<file path="config.mk">
export PLATFORM = sky130hd
export DESIGN_NAME = pc_seq_popcount_flat
export DESIGN_NICKNAME = d
export VERILOG_FILES = /design/src/rtl/pc_seq_popcount_if.sv /design/src/rtl/pc_seq_popcount.sv /design/src/flat_wrapper.sv
export SDC_FILE = /design/constraint.sdc
export NUM_CORES = 1
export LEC_CHECK = 0
export CORE_ASPECT_RATIO = 1.2
export CORE_MARGIN = 2
export CORE_UTILIZATION = 45
export DETAILED_ROUTE_END_ITERATION = 10
export PLACE_DENSITY = 0.76
export SYNTH_ARGS = -nofsm -noshare
export SYNTH_HDL_FRONTEND = slang
export SYNTH_HIERARCHICAL = 1
export SYNTH_SLANG_ARGS = --single-unit
</file>
<file path="constraint.sdc">
create_clock -name clk -period 4.2 [get_ports clk]
set_input_delay 1.26 -clock clk [delete_from_list [all_inputs] [get_ports clk]]
set_output_delay 1.26 -clock clk [all_outputs]
set_load 0.01 [all_outputs]
</file>
<file path="src/rtl/pc_seq_popcount_if.sv">
// pc_seq_popcount_if: word-in / count-out valid-ready handshake bundle.
interface pc_seq_popcount_if #(parameter int CHUNKS = 8);
    localparam int W = 7 * CHUNKS;
    localparam int CW = $clog2(W + 1);
    logic          in_valid;
    logic          in_ready;
    logic [W-1:0]  in_data;
    logic          out_valid;
    logic          out_ready;
    logic [CW-1:0] out_count;
    modport master (output in_valid, in_data, out_ready, input in_ready, out_valid, out_count);
    modport slave  (input in_valid, in_data, out_ready, output in_ready, out_valid, out_count);
endinterface

</file>
<file path="src/rtl/pc_seq_popcount.sv">
// pc_seq_popcount: sequential popcount, one 7-bit chunk per cycle through a single 7:3 counter.
module pc_fa_7_3 (
    input  logic [6:0] a,
    output logic [2:0] count
);
    logic s1, c1, s2, c2, c3;
    // Four full adders: two first-level, one combining sums, one combining carries.
    assign s1 = a[0] ^ a[1] ^ a[2];
    assign c1 = (a[0] & a[1]) | (a[2] & (a[0] ^ a[1]));
    assign s2 = a[3] ^ a[4] ^ a[5];
    assign c2 = (a[3] & a[4]) | (a[5] & (a[3] ^ a[4]));
    assign count[0] = s1 ^ s2 ^ a[6];
    assign c3 = (s1 & s2) | (a[6] & (s1 ^ s2));
    assign count[1] = c1 ^ c2 ^ c3;
    assign count[2] = (c1 & c2) | (c3 & (c1 ^ c2));
endmodule

module pc_seq_popcount #(parameter int CHUNKS = 8) (
    input  logic clk,
    input  logic rst,
    input  logic clear,
    output logic busy,
    pc_seq_popcount_if.slave bus
);
    localparam int W = 7 * CHUNKS;
    localparam int CW = $clog2(W + 1);
    localparam int IW = $clog2(CHUNKS);
    localparam logic [IW-1:0] LAST = IW'(CHUNKS - 1);
    typedef enum logic [1:0] {IDLE, RUN, DONE} state_t;
    state_t state, next;
    logic [W-1:0] word;
    logic [IW-1:0] idx;
    logic [CW-1:0] acc;
    logic armed;
    logic [2:0] cnt;
    logic accept;
    pc_fa_7_3 u_fa (.a(word[7*idx +: 7]), .count(cnt));
    // armed keeps in_ready low until the first edge after reset release
    assign bus.in_ready = armed && state == IDLE;
    assign bus.out_valid = state == DONE;
    assign bus.out_count = acc;
    assign busy = state != IDLE;
    assign accept = bus.in_valid && bus.in_ready && !clear;
    always_comb begin
        next = state;
        if (clear) next = IDLE;
        else if (state == IDLE) next = accept ? RUN : IDLE;
        else if (state == RUN) next = idx == LAST ? DONE : RUN;
        else if (state == DONE) next = bus.out_ready ? IDLE : DONE;
    end
    always_ff @(posedge clk or posedge rst) begin
        if (rst) begin
            state <= IDLE;
            word <= '0;
            idx <= '0;
            acc <= '0;
            armed <= 1'b0;
        end else begin
            armed <= 1'b1;
            state <= next;
            if (accept) begin
                word <= bus.in_data;
                idx <= '0;
                acc <= '0;
            end else if (state == RUN && !clear) begin
                acc <= acc + CW'(cnt);
                idx <= idx == LAST ? idx : idx + IW'(1);
            end
        end
    end
endmodule

</file>
<file path="src/flat_wrapper.sv">
// flat-port wrapper written by rule: the top's interface ports become plain ports
module pc_seq_popcount_flat 
#(parameter int CHUNKS = 8)
  (clk, rst, clear, busy, bus_in_valid, bus_in_data, bus_out_ready, bus_in_ready, bus_out_valid, bus_out_count);
  pc_seq_popcount_if #(.CHUNKS(CHUNKS)) bus_i ();
  input  logic clk;
  input  logic rst;
  input  logic clear;
  output logic busy;
  input wire logic [$bits(bus_i.in_valid)-1:0] bus_in_valid;
  input wire logic [$bits(bus_i.in_data)-1:0] bus_in_data;
  input wire logic [$bits(bus_i.out_ready)-1:0] bus_out_ready;
  output wire logic [$bits(bus_i.in_ready)-1:0] bus_in_ready;
  output wire logic [$bits(bus_i.out_valid)-1:0] bus_out_valid;
  output wire logic [$bits(bus_i.out_count)-1:0] bus_out_count;
  assign bus_i.in_valid = bus_in_valid;
  assign bus_i.in_data = bus_in_data;
  assign bus_i.out_ready = bus_out_ready;
  assign bus_in_ready = bus_i.in_ready;
  assign bus_out_valid = bus_i.out_valid;
  assign bus_out_count = bus_i.out_count;
  pc_seq_popcount #(.CHUNKS(CHUNKS)) u_core (.clk(clk), .rst(rst), .clear(clear), .busy(busy), .bus(bus_i));
endmodule
</file>
==> results.md <==
- Outcome: completed
- First-pass GRT wire length: 10.5 mm
- DR pass1 iterations: 4
- Worst VDD drop: 0.438 mV
- Post-CTS Repair Setup Buffers: 0
- Area of the die: 8090 sq um
- Worst hold path class: flop to flop
- Die H: 98.1 um
- CP startpoint kind: flop
- Max incr delay on CP: 0.77 ns
- Site Rows: 34
- CTS tree: done
- Fraction of registers with async set/reset: 1.00
- Final setup fails: 0
- Avg Cell Area, Syn: 15.2 sq um
- Commonest cells in the netlist: dfrtp_1 (68), mux2_2 (54), mux4_2 (14), inv_1 (11), mux2_4 (9)
- Critical Path AT: 4.16 ns
- Worst Path Class, Setup: flop to flop
- Iteration-0 DRC Markers: 93
- Top-count cell post-synth: dfrtp_1
- Crit path max fanout: 16
- DRC: 0
- Post_cts resized: 0
- Initial antenna violation count: 0
- Clock buffers created by TritonCTS: 9
- Vias in the first global route: 2133
- Root buf cell: clkbuf_8
- Unrepaired setup endpoints after global routing: no
- Max-slew headroom: 0.341
- Min Clock Period, post-route: 3.92 ns
- Dominant synthesized flop cell: dfrtp_1
- CP Depth: 11
- Hold-fix buffers, CTS: 0
- Hold Vio Cnt, Final: 0
- Critical path's slowest cell: dfrtp_1
- CTS clk-pin slew, worst paths: 0.07 ns
- Worst-path cell chain: mux4_2 -> mux2_2 -> fa_1 -> inv_1 -> fa_1 -> inv_1 -> fa_1 -> ha_1 -> and3_1 -> o21ai_0 -> mux2i_1
- Crit path buffers/inverters: 2
- GRT overflow: 0
- Clk Latency, worst-skew pair: 0.33 ns
- Initial Util: 0.462
- Synth warn: 6
- Max Root-Sink Buffers: 2
- Routed vias: 2007
- Largest net degree at the start of global routing: 49
- Synth area leader: dfrtp_1
- Core Region: 7190 sq um
- Sequential share of the synthesized area: 0.512
- Clock sinks: 68
- Hold depth: 1
- Number of cells on the worst reg-to-reg path: 11
- Inserted Diodes: 0
- Period utilization: 0.933
- WP data required: 4.45 ns
- Ports: 70
- Syn Inst Count: 219
- Worst Max-Slew Pin Slew: 0.987 ns
- Final GP Congestion: 0.741
- Skew final: 0.00824 ns
- Area growth, synth to finish: 29.2%
- Static Leakage: 1.85 nW
- CP dominant cell by count: fa_1
- Max Freq: 255 MHz
- Post-Syn Nets: 290
- Pre-CTS setup slack: 0.285 ns
- Synthesized flop and latch total: 68
- Net count, final: 365
- Number of nets with antenna violations after routing: 0
- Max-cap violations: 0
- Post-synth top area share: 0.512
- Final WS setup: 0.283 ns
- Setup crit end kind: flop
- Post-Syn Area: 3320 sq um
- Overall Global Routing Usage: 0.178
- Final WL: 6.46 mm
- EDFF count, synth: 0
- Vias/cell: 5.16
- Port Buffers: 69
- Slew Viols, Final: 0
- Ranking of synthesized cells by area: dfrtp_1 (51%), mux2_2 (18%), mux4_2 (9.5%)
- Die span in x: 82.4 um
- H-tree lvl count: 3
- Layout cells sized above 1: 0.334
- Critical path's top delay family: adder cells
- DP HPWL: 4.79 mm
- WL/cell: 16.6 um
- Distinct cells, synth: 34
- Pwr dens: 619 nW/um^2
- Setup TNS: 0 ns
- Total power: 0.00265 W
==> stage by stage <==
step / utilization / cell area (sq um) / cells / hold WS, ns
final: 0.597 / 4290 / 389 / 0.476
after global routing: 0.597 / 4290 / 389 / 0.516
after CTS: 0.597 / 4290 / 389 / 0.483
after detailed placement: 0.570 / 4100 / 373 / 0.465
after global placement: 0.570 / 4100 / 373 / 0.460
after floorplan: - / 3320 / 219 / 0.474
==> cell type report <==
cell class | instances | area, sq um
clock buffers | 12 | 145
fillers | 578 | 2900
repair buffers | 75 | 736
flip-flops and latches | 68 | 1700
multi-input cells | 129 | 1510
well taps | 90 | 113
clock inverters | 4 | 48.8
inverters | 11 | 41.3
==> worst paths after layout <==
path,slack [ns],start,endpoint
worst max-delay path,0.28,u_core/idx[1],u_core/bus.out_count[3]
worst min-delay path,0.48,u_core/bus.out_count[5],u_core/bus.out_count[5]
worst max register to register,0.28,u_core/idx[1],u_core/bus.out_count[3]
worst min register to register,0.48,u_core/bus.out_count[5],u_core/bus.out_count[5]
max in group asynchronous,1.98,rst,u_core/word[12]
min in group asynchronous,1.47,rst,u_core/state[1]
==> metal layers <==
metal | global-route usage | vias up | wire, um
li1 | - | 941 | -
met1 | 0.223 | 1014 | 2570
met2 | 0.290 | 43 | 3550
met3 | 0.0397 | 9 | 231
met4 | 0.0782 | 0 | 105
met5 | 0 | - | 0
==> cell families after synthesis <==
logic type                 after synthesis  share of synthesized area
buffers and inverters                   22                     0.0354
AOI/OAI and AO/OA                       11                     0.0188
other                                    1                    0.00113
DFF                                     68                      0.512
and+or+nand+nor                         22                     0.0411
muxes                                   83                      0.337
xor gates and xnor gates                 2                    0.00528
adders and majority gates               10                     0.0490
==> worst reg2reg max path, delay by kind of cell, from the launching register on <==
kind | cells | cell delay [ns]
buffers and inverters | 2 | 0.12
AND/OR/NAND/NOR | 1 | 0.17
adder cells (fa/ha/maj) | 4 | 1.60
flip-flops | 1 | 0.77
AO/OA/AOI/OAI | 1 | 0.23
multiplexers | 3 | 0.94
==> state kept, by name (all words and copies together) (netlist names) <==
signal and flops:
u_core/word 56, u_core/armed 1, u_core/idx 3, u_core/bus.out_count 6, u_core/state 2
==> layout by cell type, fill, tap and decap left out, drive strengths merged, types with 2 or more instances in the layout <==
cell type / n
mux4: 14
o21ai: 5
nand2b: 3
mux2: 63
mux2i: 6
clkinv: 3
ha: 5
dfrtp: 68
buf: 6
nor2: 8
a21oi: 3
clkdlybuf4s50: 69
xnor2: 2
inv: 11
clkbuf: 12
fa: 5
==> power by group <==
group | internal [W] | leakage [nW] | switching, W
clock network | 0.000290 | 0.100 | 0.000236
logic | 0.000683 | 0.925 | 0.000512
registers | 0.000811 | 0.822 | 0.000123
total | 0.00178 | 1.85 | 0.000871
Note: power is estimated with default switching activity, not from simulation.
